<file path="src/rtl/avalon_mem_master_if.sv">
// Word-wide Avalon-style memory bus between a load/store initiator and a memory slave.
interface avalon_mem_master_if;
  logic [31:0] address;
  logic        read;
  logic        write;
  logic [3:0]  byteenable;
  logic [31:0] writedata;
  logic [31:0] readdata;
  logic        waitrequest;

  modport master (
    output address, read, write, byteenable, writedata,
    input  readdata, waitrequest
  );

  modport slave (
    input  address, read, write, byteenable, writedata,
    output readdata, waitrequest
  );
endinterface

</file>
<file path="src/rtl/avalon_mem_master.sv">
// CPU load/store initiator: one byte/half/word access at a time on the Avalon-style bus,
// with lane steering, stall handling, optional stall timeout and extended load data.
module avalon_mem_master #(
  parameter int READ_LATENCY = 1,
  parameter int TIMEOUT      = 255
) (
  input  logic        clk,
  input  logic        reset_n,
  input  logic        req_valid,
  output logic        req_ready,
  input  logic        req_write,
  input  logic [1:0]  req_size,
  input  logic        req_signed,
  input  logic [31:0] req_addr,
  input  logic [31:0] req_wdata,
  output logic        resp_valid,
  output logic [31:0] resp_rdata,
  output logic        resp_error,
  avalon_mem_master_if.master bus
);

  localparam int TW = (TIMEOUT < 2) ? 1 : $clog2(TIMEOUT + 1);
  localparam logic [TW:0] TO_LIM  = (TW + 1)'(TIMEOUT);
  localparam logic [2:0]  LAT_LIM = 3'(READ_LATENCY);

  typedef enum logic [1:0] {IDLE, BUS, RDWAIT, RESP} state_t;

  state_t      state_q;
  logic        req_ready_q, resp_valid_q, resp_error_q;
  logic [31:0] resp_rdata_q;
  logic        read_q, write_q;
  logic [31:0] address_q, writedata_q;
  logic [3:0]  byteenable_q;
  logic [1:0]  size_q, ofs_q;
  logic        sgn_q, wr_q;
  logic [TW-1:0] stall_q;
  logic [2:0]  lat_q;

  logic [3:0]  be_d;
  logic [31:0] wd_d;
  logic        bad_d;

  // Align the addressed lanes down to bit 0, then zero- or sign-extend.
  function automatic logic [31:0] load_extend(input logic [31:0] rd, input logic [1:0] ofs,
                                              input logic [1:0] size, input logic sgn);
    logic [31:0] sh;
    sh = rd >> {ofs, 3'b000};
    case (size)
      2'b00:   load_extend = {{24{sgn & sh[7]}}, sh[7:0]};
      2'b01:   load_extend = {{16{sgn & sh[15]}}, sh[15:0]};
      default: load_extend = sh;
    endcase
  endfunction

  always_comb begin
    be_d  = 4'b0000;
    wd_d  = req_wdata;
    bad_d = 1'b0;
    case (req_size)
      2'b00: begin
        be_d = 4'b0001 << req_addr[1:0];
        wd_d = {4{req_wdata[7:0]}};
      end
      2'b01: begin
        be_d  = 4'b0011 << req_addr[1:0];
        wd_d  = {2{req_wdata[15:0]}};
        bad_d = req_addr[0];
      end
      2'b10: begin
        be_d  = 4'b1111;
        bad_d = (req_addr[1:0] != 2'b00);
      end
      default: bad_d = 1'b1;
    endcase
  end

  always_ff @(posedge clk or negedge reset_n) begin
    if (!reset_n) begin
      state_q      <= IDLE;
      req_ready_q  <= 1'b1;
      resp_valid_q <= 1'b0;
      resp_error_q <= 1'b0;
      resp_rdata_q <= '0;
      read_q       <= 1'b0;
      write_q      <= 1'b0;
      address_q    <= '0;
      writedata_q  <= '0;
      byteenable_q <= '0;
      size_q       <= '0;
      ofs_q        <= '0;
      sgn_q        <= 1'b0;
      wr_q         <= 1'b0;
      stall_q      <= '0;
      lat_q        <= '0;
    end else begin
      resp_valid_q <= 1'b0;
      case (state_q)
        IDLE: begin
          if (req_valid) begin
            req_ready_q <= 1'b0;
            size_q      <= req_size;
            ofs_q       <= req_addr[1:0];
            sgn_q       <= req_signed;
            wr_q        <= req_write;
            stall_q     <= '0;
            if (bad_d) begin
              state_q      <= RESP;
              resp_valid_q <= 1'b1;
              resp_error_q <= 1'b1;
              resp_rdata_q <= '0;
            end else begin
              state_q      <= BUS;
              address_q    <= {req_addr[31:2], 2'b00};
              byteenable_q <= be_d;
              writedata_q  <= req_write ? wd_d : 32'd0;
              read_q       <= ~req_write;
              write_q      <= req_write;
            end
          end
        end
        BUS: begin
          if (!bus.waitrequest) begin
            read_q  <= 1'b0;
            write_q <= 1'b0;
            if (wr_q) begin
              state_q      <= RESP;
              resp_valid_q <= 1'b1;
              resp_error_q <= 1'b0;
              resp_rdata_q <= '0;
            end else begin
              state_q <= RDWAIT;
              lat_q   <= 3'd1;
            end
          end else if (TIMEOUT != 0 && ({1'b0, stall_q} + 1'b1) == TO_LIM) begin
            // Slave never released the stall: abandon the access.
            read_q       <= 1'b0;
            write_q      <= 1'b0;
            state_q      <= RESP;
            resp_valid_q <= 1'b1;
            resp_error_q <= 1'b1;
            resp_rdata_q <= '0;
          end else begin
            stall_q <= stall_q + 1'b1;
          end
        end
        RDWAIT: begin
          if (lat_q == LAT_LIM) begin
            state_q      <= RESP;
            resp_valid_q <= 1'b1;
            resp_error_q <= 1'b0;
            resp_rdata_q <= load_extend(bus.readdata, ofs_q, size_q, sgn_q);
          end else begin
            lat_q <= lat_q + 3'd1;
          end
        end
        RESP: begin
          state_q      <= IDLE;
          req_ready_q  <= 1'b1;
          resp_error_q <= 1'b0;
          resp_rdata_q <= '0;
        end
        default: state_q <= IDLE;
      endcase
    end
  end

  assign req_ready      = req_ready_q;
  assign resp_valid     = resp_valid_q;
  assign resp_error     = resp_error_q;
  assign resp_rdata     = resp_rdata_q;
  assign bus.address    = address_q;
  assign bus.read       = read_q;
  assign bus.write      = write_q;
  assign bus.byteenable = byteenable_q;
  assign bus.writedata  = writedata_q;

endmodule
</file>
<file path="src/flat_wrapper.sv">
// flat-port wrapper written by rule: the top's interface ports become plain ports
module avalon_mem_master_flat 
#(
  parameter int READ_LATENCY = 1,
  parameter int TIMEOUT      = 255
)
  (clk, reset_n, req_valid, req_ready, req_write, req_size, req_signed, req_addr, req_wdata, resp_valid, resp_rdata, resp_error, bus_address, bus_read, bus_write, bus_byteenable, bus_writedata, bus_readdata, bus_waitrequest);
  avalon_mem_master_if bus_i ();
  input  logic clk;
  input  logic reset_n;
  input  logic req_valid;
  output logic req_ready;
  input  logic req_write;
  input  logic [1:0] req_size;
  input  logic req_signed;
  input  logic [31:0] req_addr;
  input  logic [31:0] req_wdata;
  output logic resp_valid;
  output logic [31:0] resp_rdata;
  output logic resp_error;
  output wire logic [$bits(bus_i.address)-1:0] bus_address;
  output wire logic [$bits(bus_i.read)-1:0] bus_read;
  output wire logic [$bits(bus_i.write)-1:0] bus_write;
  output wire logic [$bits(bus_i.byteenable)-1:0] bus_byteenable;
  output wire logic [$bits(bus_i.writedata)-1:0] bus_writedata;
  input wire logic [$bits(bus_i.readdata)-1:0] bus_readdata;
  input wire logic [$bits(bus_i.waitrequest)-1:0] bus_waitrequest;
  assign bus_address = bus_i.address;
  assign bus_read = bus_i.read;
  assign bus_write = bus_i.write;
  assign bus_byteenable = bus_i.byteenable;
  assign bus_writedata = bus_i.writedata;
  assign bus_i.readdata = bus_readdata;
  assign bus_i.waitrequest = bus_waitrequest;
  avalon_mem_master #(.READ_LATENCY(READ_LATENCY), .TIMEOUT(TIMEOUT)) u_core (.clk(clk), .reset_n(reset_n), .req_valid(req_valid), .req_ready(req_ready), .req_write(req_write), .req_size(req_size), .req_signed(req_signed), .req_addr(req_addr), .req_wdata(req_wdata), .resp_valid(resp_valid), .resp_rdata(resp_rdata), .resp_error(resp_error), .bus(bus_i));
endmodule
</file>
<file path="config.mk">
export PLATFORM = sky130hd
export DESIGN_NAME = avalon_mem_master_flat
export DESIGN_NICKNAME = d
export VERILOG_FILES = /design/src/rtl/avalon_mem_master_if.sv /design/src/rtl/avalon_mem_master.sv /design/src/flat_wrapper.sv
export SDC_FILE = /design/constraint.sdc
export NUM_CORES = 1
export LEC_CHECK = 0
export ABC_AREA = 1
export CORE_ASPECT_RATIO = 0.9
export CORE_MARGIN = 2
export CORE_UTILIZATION = 58
export DETAILED_ROUTE_END_ITERATION = 6
export DONT_BUFFER_PORTS = 1
export PLACE_DENSITY = 0.74
export SETUP_SLACK_MARGIN = 0.4
export SLEW_MARGIN = 20
export SYNTH_ARGS = -nofsm -noshare
export SYNTH_HDL_FRONTEND = slang
export SYNTH_SLANG_ARGS = --single-unit
</file>
<file path="constraint.sdc">
create_clock -name clk -period 4.15 [get_ports clk]
set_clock_uncertainty 0.05 [all_clocks]
set_input_delay 0.83 -clock clk [delete_from_list [all_inputs] [get_ports clk]]
set_output_delay 0.83 -clock clk [all_outputs]
set_load 0.005 [all_outputs]
</file>
==> run metrics, run 1 <==
ratio of cells with drive above 1 in the final layout=11.8%; DRT Pass-1 Iters=5; largest family of logic cells by synthesized area=simple AND/OR/NAND/NOR gates; Cell Count, Final, Fillers Out=862; full die area=between 10,000 and 15,000 um2; DP HPWL=around 11 mm; slowest stage delay, CP=~0.94 ns; Worst Path Class, Setup=reg2reg; PnR worst setup slack=~1.2 ns; Synth top area share=47.7%; clk buf depth=2; Syn Std Cell Area=6340 um2; Nets=828; multiplexer share of the synthesized area=5.68%; crit path DAT=between 3 and 4 ns; Routed WL=between 15 and 20 mm; initial core utilization=58.9%; Reg area=3050 um2; via count=5,184; synthesized-area fraction occupied by adder cells=between 1.5 and 2%; r2r worst-path depth=9; Compound-Gate Fraction of Synth Area=14.9%; clk root buf=clkbuf_16; CP max FO=31; xor/xnor share of the synthesized area=less than 1%; gpl congestion=between 0.8 and 0.9; commonest cells in the netlist=204 x nand2_1, 121 x dfrtp_1, 66 x o21ai_0; clock-pin slew on the worst setup and hold paths=0.06 ns; part of the power in combinational logic=31.4%; fin area=about 6900 um2; Worst-Skew Late Latency=0.41 ns; all-layer global routing usage=27.7%; Int Pwr=3.45 mW; CP Buf/Inv Count=1; die height=103 um; Post-Syn Instances=745; drt wl/cell=18.3 um; clock sinks=122; crit path max-delay cell type=dfrtp_1; crit end category=flop; Fin. Hold Viols=0; largest net degree at the start of global routing=123; Tcrit/Tclk final=between 70% and 80%; count of different cell masters after synthesis=42; GRT overflow=0; H-tree depth=4; Worst Tran Pin Value=0.922 ns; sequential area share after synthesis=48.1%; cts repair resizes=0; total power=5.65 mW; leakage power=about 3.3 nW; port bufs=0; largest area contributor in the netlist=dfrtp_1; count leader, synth=nand2_1; die span in x=between 100 and 150 um; Synth async-reset ratio=100%; Post-Place Cells=830; Avg Cell Area, Syn=8.51 um2; P_sw=2.20 mW; Max-Cap Viols=0; Post-Synth Simple-Gate Area=between 20 and 25%; synth top area cells=dfrtp_1 48%, nand2_1 12%, mux2_2 5.7%, o21ai_0 5.2%, nand4_1 3.4%; setup TNS=0 ns; CP startpoint kind=flop; Routed Antenna Nets=0; Primary FF master, synth=dfrtp_1; fin crit period=2.99 ns; Critical Path RT=around 4.4 ns; Cell Rows=36; first-pass GRT wire length=25.6 mm; core footprint=10,800 um2; RSZ-0062 raised after global routing=false; diode count=0; CTS Hold Bufs=0; EDFF count, synth=0; Layout area overhead=9.25%; routed vias/inst=approximately 6.0; Flop pwr share=40.0%; initial antenna violation count=0; DRC violations left=0; number of global-route vias before repair=slightly above 5,000; setup bufs post-CTS=0; Seq cells post-synth=122; Net Sw Frac=38.9%; cts bufs inserted=17; Syn. warnings=0; Setup Slack @ Placement=between 0.8 and 0.9 ns; fin. max-slew vios=0; clock network power share=28.6%; I/O pins=209; Peak VDD IR=between 0.4 and 0.5 mV; final setup fails=0; CTS tree=done; area of the multi-input gates=2900 um2; Layout fillers=903; min-delay worst type=in2async; fmax=0.334 GHz; Worst path depth=9; pwr/cell area=815 nW/um2; DP Area=6280 um2; status=complete, no violations; relative slew slack=38.5%; worst-path cell chain=inv_1, nand2_1, nand3_1, nand3_2, nand3_1, nand2_2, nor2_1, nand4_1, nand2_1; 1st-iter DRT viols=450; delay-heaviest family, CP=simple AND/OR/NAND/NOR gates
==> state kept, by name (all words and copies together), names as in the netlist <==
signal                 count
u_core.bus.address        30
u_core.resp_valid          1
u_core.lat_q               3
u_core.bus.write           1
u_core.size_q              2
u_core.wr_q                1
u_core.bus.writedata      32
u_core.resp_rdata         32
u_core.bus.byteenable      4
u_core.state_q             2
u_core.sgn_q               1
u_core.resp_error          1
u_core.ofs_q               2
u_core.bus.read            1
u_core.stall_q             8
u_core.req_ready           1
==> per-layer routing <==
metal,share of wire [%],up-vias,GRT usage (%)
li1,-,2467,-
met3,11,29,10.7
met5,0,-,0
met2,46,272,41.7
met1,40,2416,36.8
met4,2.2,0,10.0
==> layout by cell type (no fill, tap or decap), types with 3 or more instances in the layout <==
| cell type | Yosys | layout |
|---|---|---|
| a21oi_1 | 31 | 31 |
| a31oi_1 | 7 | 7 |
| bufinv_16 | 0 | 4 |
| clkbuf_16 | 0 | 17 |
| dfrtp_1 | 121 | 121 |
| ha_1 | 8 | 8 |
| inv_1 | 31 | 31 |
| inv_6 | 0 | 7 |
| mux2_2 | 32 | 32 |
| nand2_1 | 204 | 204 |
| nand3_1 | 34 | 34 |
| nand3_2 | 3 | 3 |
| nand4_1 | 34 | 34 |
| nor2_1 | 48 | 47 |
| o211ai_1 | 3 | 3 |
| o21a_1 | 28 | 28 |
| o21ai_0 | 66 | 66 |
| o22ai_1 | 9 | 9 |
| o31ai_1 | 9 | 9 |
==> layout make-up <==
cell class | instances | share of cell area (%)
sequential | 122 | 44.1
inverter | 35 | 1.90
multi-input combinational | 537 | 41.8
clock buffer | 18 | 6.34
tap | 133 | 2.40
clock inverter | 14 | 2.98
timing repair buffer | 3 | 0.506
==> logic make-up after synthesis <==
logic type               count (synthesis)
flip-flops                             122
adder cells (fa/ha/maj)                  8
XOR/XNOR                                 2
multiplexers                            32
AND/OR/NAND/NOR                        334
AO/OA/AOI/OAI                          159
buffers and inverters                   87
other                                    1
==> power by group through the flow <==
stage / Clock [mW] / Combinational (mW) / Sequential [mW]
final: 1.61 / 1.77 / 2.26
after CTS: 1.63 / 1.77 / 2.26
after floorplan: 0 / 1.59 / 2.06
after detailed placement: 0 / 1.77 / 2.27
after global placement: 0 / 1.69 / 2.27
after global routing: 1.69 / 2.04 / 2.33
==> worst reg2reg max path, cell delays in order, from the launching register on <==
cell and delay (ns):
dfrtp_1 0.94, inv_1 0.71, nand2_1 0.20, nand3_1 0.12, nand3_2 0.24, nand3_1 0.12, nand2_2 0.25, nor2_1 0.09
nand4_1 0.11, nand2_1 0.06
==> final timing paths <==
| path | slack [ns] | startpoint | end |
|---|---|---|---|
| max | 1.16 | u_core.ofs_q[0]$_DFFE_PN0P_ | u_core.resp_rdata[18]$_DFFE_PN0P_ |
| min | 0.06 | reset_n | u_core.stall_q[2]$_DFFE_PN0P_ |
| max reg2reg | 1.16 | u_core.ofs_q[0]$_DFFE_PN0P_ | u_core.resp_rdata[18]$_DFFE_PN0P_ |
| min reg2reg | 0.44 | u_core.lat_q[2]$_DFFE_PN0P_ | u_core.lat_q[2]$_DFFE_PN0P_ |
| max in group asynchronous | 3.80 | reset_n | u_core.req_ready$_DFFE_PN1P_ |
| min in group clk | 0.44 | u_core.lat_q[2]$_DFFE_PN0P_ | u_core.lat_q[2]$_DFFE_PN0P_ |
==> metrics by stage <==
stage          hold slack [ns]  util (%)
2_1_floorplan            0.395         -
3_3_place_gp             0.414      58.4
3_5_place_dp             0.420      58.4
4_1_cts                 0.0553      64.4
5_1_grt                 0.0431      64.4
6_report                0.0630      64.4
No activity file was read; power rests on OpenSTA's default activity.
==> run 2: changes to the inputs <==
==> constraint.sdc (replaced) <==
create_clock -name clk -period 2.8 [get_ports clk]
set_clock_uncertainty 0.05 [all_clocks]
set_input_delay 0.56 -clock clk [delete_from_list [all_inputs] [get_ports clk]]
set_output_delay 0.56 -clock clk [all_outputs]
set_load 0.005 [all_outputs]
==> run 2 against run 1 <==
The run now ends with negative hold slack left. Highest routed layer unchanged. Via count rose by 0.37%. Sequential power rose by 46%. Critical path depth did not move. Maximum frequency rose by 36%. Total power rose by 46%. Count of clock-buffer cells in the layout did not move. First-iteration DRC count rose by 26%. Sequential share of layout area fell by 0.093 points. Design area rose by 0.25%. Largest cell class unchanged. Die area did not move. Setup slack got worse by 0.56 ns. Final cell count rose by 0.81%.
==> run metrics, run 2 (same netlist as run 1, synthesis figures left out) <==
1st-iter DRT viols=about 570; setup bufs post-CTS=0; crit end category=flop; CP Buf/Inv Count=4; clk buf depth=2; Worst Path Class, Setup=reg2reg; Routed Antenna Nets=0; clk root buf=clkbuf_16; reg2reg start=u_core.state_q[1]$_DFFE_PN0P_; Peak VDD IR=0.567 mV; final setup fails=0; die span in x=about 110 um; core footprint=10,800 um2; Critical Path RT=3.05 ns; H-tree depth=4; initial antenna violation count=0; Cell Count, Final, Fillers Out=869; Tcrit/Tclk final=78.8%; failing checks=negative hold slack; port bufs=0; delay-heaviest family, CP=buffers and inverters; fin crit period=2.21 ns; Worst-Skew Late Latency=0.42 ns; reg2reg setup slack=0.59 ns; CP startpoint kind=flop; GRT overflow=0; fin area=roughly 6900 um2; Post-Place Cells=837; setup TNS=0 ns; DRC violations left=0; Layout area overhead=9.53%; gpl congestion=0.895; DP HPWL=10.7 mm; all-layer global routing usage=27.3%; Routed WL=15.8 mm; Nets=835; status=finished with violations; leakage power=3.28 nW; largest net degree at the start of global routing=around 120; die height=103 um; CTS tree=done; number of global-route vias before repair=slightly below 5,000; DRT Pass-1 Iters=5; Max-Cap Viols=0; clock sinks=122; pwr/cell area=1180 nW/um2; drt wl/cell=18.2 um; clock-pin slew on the worst setup and hold paths=0.06 ns; fmax=around 0.45 GHz; I/O pins=209; Cell Rows=36; ratio of cells with drive above 1 in the final layout=13.0%; Fin. Hold Viols=~120; highest-count cells in the layout ignoring fill and taps=203 x nand2_1, 120 x dfrtp_1, 66 x o21ai_0, 47 x nor2_1; slowest stage delay, CP=~0.42 ns; routed vias/inst=5.99; first-pass GRT wire length=~25 mm; fin. max-slew vios=0; crit path max-delay cell type=dfrtp_1; cts bufs inserted=17; initial core utilization=58.9%; CP max FO=34; most common cell after layout, fill and taps aside=nand2_1; worst-path cell chain=inv_1, ha_2, inv_1, o21ai_1, inv_4, nand4_2, buf_6, nand2_1, nand2_1; Critical Path Source=u_core.state_q[1]$_DFFE_PN0P_; full die area=11,800 um2; hold slack final=-0.211 ns; DP Area=6340 um2; via count=5,203; crit path DAT=2.46 ns; min-delay worst type=in2async; RSZ-0062 raised after global routing=false; diode count=0
run 2: layer usage:
layer	global-route usage, %	part of all wire, %	wire length (um)
met4	10.2	1.6	250
met1	37.0	42	6580
met3	10.8	11	1730
met2	39.9	46	7210
met5	0	0	0
run 2: report_power, final:
part	internal [mW]	leakage [nW]	switching (mW)
registers	2.58	1.52	0.737
clock network	1.33	0.286	0.813
logic	1.07	1.47	1.69
run 2: layout make-up:
class	instances	area (um2)
Clock buffer	18	439
Clock inverter	14	148
Fill cell	885	3820
Inverter	35	134
Multi-Input combinational cell	537	2910
Sequential cell	122	3060
Tap cell	133	166
Timing Repair Buffer	10	95.1
run 2: path summary, 6_finish.rpt:
kind,endpoint,depth (start not counted)
max,u_core.resp_error$_DFFE_PN0P_,9
min,u_core.stall_q[2]$_DFFE_PN0P_,0
min reg2reg,u_core.lat_q[2]$_DFFE_PN0P_,2
max in group asynchronous,u_core.req_ready$_DFFE_PN1P_,0
max reg2reg,u_core.resp_error$_DFFE_PN0P_,9
min in group clk,u_core.bus.writedata[1]$_DFFE_PN0P_,2
run 2: through the flow:
step                worst slack [ns]  hold WS (ns)  power (mW)  utilization, %
floorplan                      0.879         0.214        5.40               -
global placement               0.324         0.219        5.91            58.9
detailed placement             0.235         0.220        6.02            58.9
CTS                            0.424        -0.229        8.20            64.3
global route                   0.409        -0.232        8.81            64.5
finish                         0.592        -0.211        8.22            64.5
run 2: repair_timing:
item	CTS	global route
gates resized for setup	1	6
hold endpoints to repair	122	122
endpoints found under the setup margin	33	37
gates cloned	0	0
pin swaps	0	0
run 2: worst register-to-register path, cell delays in order (launching register included):
cell	delay [ns]
dfrtp_1	0.42
inv_1	0.09
ha_2	0.25
inv_1	0.28
o21ai_1	0.17
inv_4	0.31
nand4_2	0.15
buf_6	0.21
nand2_1	0.11
nand2_1	0.05
==> edit: new RTL, config.mk and constraints of run 2 <==
Put one more register stage on the output `resp_error`, without a reset. The value now appears one clock later. The other outputs are not delayed to match.
--- a/src/rtl/avalon_mem_master.sv
+++ b/src/rtl/avalon_mem_master.sv
@@ -166,7 +166,9 @@
 
   assign req_ready      = req_ready_q;
   assign resp_valid     = resp_valid_q;
-  assign resp_error     = resp_error_q;
+  always_ff @(posedge clk) begin
+    resp_error <= resp_error_q;
+  end
   assign resp_rdata     = resp_rdata_q;
   assign bus.address    = address_q;
   assign bus.read       = read_q;
Function: changed (a bounded check fails within 4 cycles, from zero or initial values and one cycle with reset_n low).
==> edit against run 2 <==
The run still ends with negative hold slack left; area after synthesis barely moved; final area fell by 0.18%; non-clock buffer count fell by 2; sequential cell count rose by 1; core utilization fell by 0.12 points; total power fell by 1.2%; setup slack got worse by 0.059 ns; wire length rose by 2.7%.
==> edit: results (changes against run 2) <==
{
  "worstPathArrival": {"value": 2.52, "unit": "ns", "change": "was 2.46 ns"},
  "drt-pass1-iter-count": {"value": 6, "change": "was 5"},
  "dp.final_hpwl": {"value": 11200, "unit": "um", "change": "was 10700 um"},
  "finalHoldWorstSlack": {"value": -0.210, "unit": "ns", "change": "was -0.211 ns"},
  "synth_sequential_area_ratio": {"value": 0.484, "change": "was 0.481"},
  "grt_util_all_layers": {"value": 0.279, "change": "was 0.273"},
  "run_status": {"value": "complete, but fails checks", "change": "unchanged"},
  "final_layout_size_suffix_gt1_frac": {"value": 0.0799, "change": "was 0.130"},
  "crit_family": {"value": "simple AND/OR/NAND/NOR gates", "change": "was buffers and inverters"},
  "cellLeakagePower": {"value": 3.64, "unit": "nW", "change": "was 3.28 nW"},
  "dr.first_iter.drc_count": {"value": 564, "change": "was 567"},
  "finalNetCount": {"value": 914, "change": "was 835"},
  "first_global_vias": {"value": 5118, "change": "was 4890"},
  "remaining_drc_errors": {"value": 0, "change": "unchanged"},
  "crit_path_max_fanout": {"value": 11, "change": "was 34"},
  "ys_top_cells_by_count": {"value": "sky130_fd_sc_hd__nand2_1 (349), sky130_fd_sc_hd__dfrtp_1 (121), sky130_fd_sc_hd__nand3_1 (52)", "change": "was sky130_fd_sc_hd__nand2_1 (204), sky130_fd_sc_hd__dfrtp_1 (121), sky130_fd_sc_hd__o21ai_0 (66)"},
  "fill_cells": {"value": 918, "change": "was 885"},
  "yosys_cell_types": {"value": 39, "change": "was 42"},
  "number_of_antenna_violations_at_the_first_check_in_global_routing": {"value": 0, "change": "unchanged"},
  "violated_checks": {"value": "negative hold slack", "change": "unchanged"},
  "post_synth_main_area_contributors": {"value": "sky130_fd_sc_hd__dfrtp_1 (48%), sky130_fd_sc_hd__nand2_1 (21%), sky130_fd_sc_hd__nand3_1 (4.1%)", "change": "was sky130_fd_sc_hd__dfrtp_1 (48%), sky130_fd_sc_hd__nand2_1 (12%), sky130_fd_sc_hd__mux2_2 (5.7%)"},
  "irDropWorstVdd": {"value": 643, "unit": "uV", "change": "was 567 uV"},
  "power-per-cell-area": {"value": 1170, "unit": "mW/mm^2", "change": "was 1180 mW/mm^2"},
  "totalWireLength": {"value": 16200, "unit": "um", "change": "was 15800 um"},
  "globalplace.congestion": {"value": 0.914, "change": "was 0.895"},
  "vias_per_cell": {"value": 5.83, "change": "was 5.99"},
  "dominantRegCellSynth": {"value": "sky130_fd_sc_hd__dfrtp_1", "change": "unchanged"},
  "r2r_start": {"value": "u_core.state_q[0]", "change": "was u_core.state_q[1]"},
  "async_set_or_reset_register_ratio_after_synthesis": {"value": 0.992, "change": "was 1.00"},
  "cp_slowest_stage_delay": {"value": 0.39, "unit": "ns", "change": "was 0.42 ns"},
  "final-hold-violation-count": {"value": 122, "change": "unchanged"},
  "global_route_wire_length_before_repair": {"value": 25800, "unit": "um", "change": "was 24900 um"}
}
-- edit: kinds of logic after synthesis --
logic type	share of synthesized area
buffers and inverters	0.0714
AOI/OAI and AO/OA	0.123
DFF	0.484
adders and majority gates	0.0158
other	0.000591
muxes	0.00177
xor gates and xnor gates	0.00138
and+or+nand+nor	0.301
-- edit: worst paths after layout --
kind | depth (start not counted) | endpoint | slack (ns)
worst max-delay path | 7 | u_core.lat_q[0] | 0.53
worst min-delay path | 0 | u_core.stall_q[4] | -0.21
worst max register to register | 7 | u_core.lat_q[0] | 0.53
worst min register to register | 0 | u_core.resp_error | 0.37
max in group asynchronous | 0 | u_core.req_ready | 2.71
min in group clk | 2 | u_core.bus.address[18] | 0.20
-- edit: cell type report --
class	instances	area share
inverter	45	0.0244
clock buffer	17	0.0613
clock inverter	14	0.0283
timing repair buffer	8	0.0110
sequential	123	0.443
multi-input combinational	607	0.408
tap	133	0.0240
-- edit: through the flow --
stage          power (mW)  setup slack [ns]  instances  cell area (sq um)
6_report             8.12             0.533        947               6940
2_1_floorplan        5.18             0.927        828               6350
3_3_place_gp         5.64             0.586        916               6300
5_1_grt              8.71             0.403        947               6940
3_5_place_dp         5.76             0.420        916               6300
4_1_cts              8.12             0.407        947               6930
-- edit: metal layers --
layer	wire length, um	track usage	share of wire
met1	6550	0.377	0.40
met2	7510	0.422	0.46
met3	1780	0.0950	0.11
met4	354	0.110	0.022
met5	0	0	0
-- edit: where the power goes --
part	leakage [nW]	switching, mW	internal (mW)
Clock	0.295	0.831	1.49
Combinational	1.75	1.75	0.856
Sequential	1.59	0.675	2.53
-- edit: what timing repair did --
item / in CTS / in global routing
endpoints found under the hold margin: 122 / 122
setup endpoints to repair: 0 / 33
resized for setup: 0 / 2
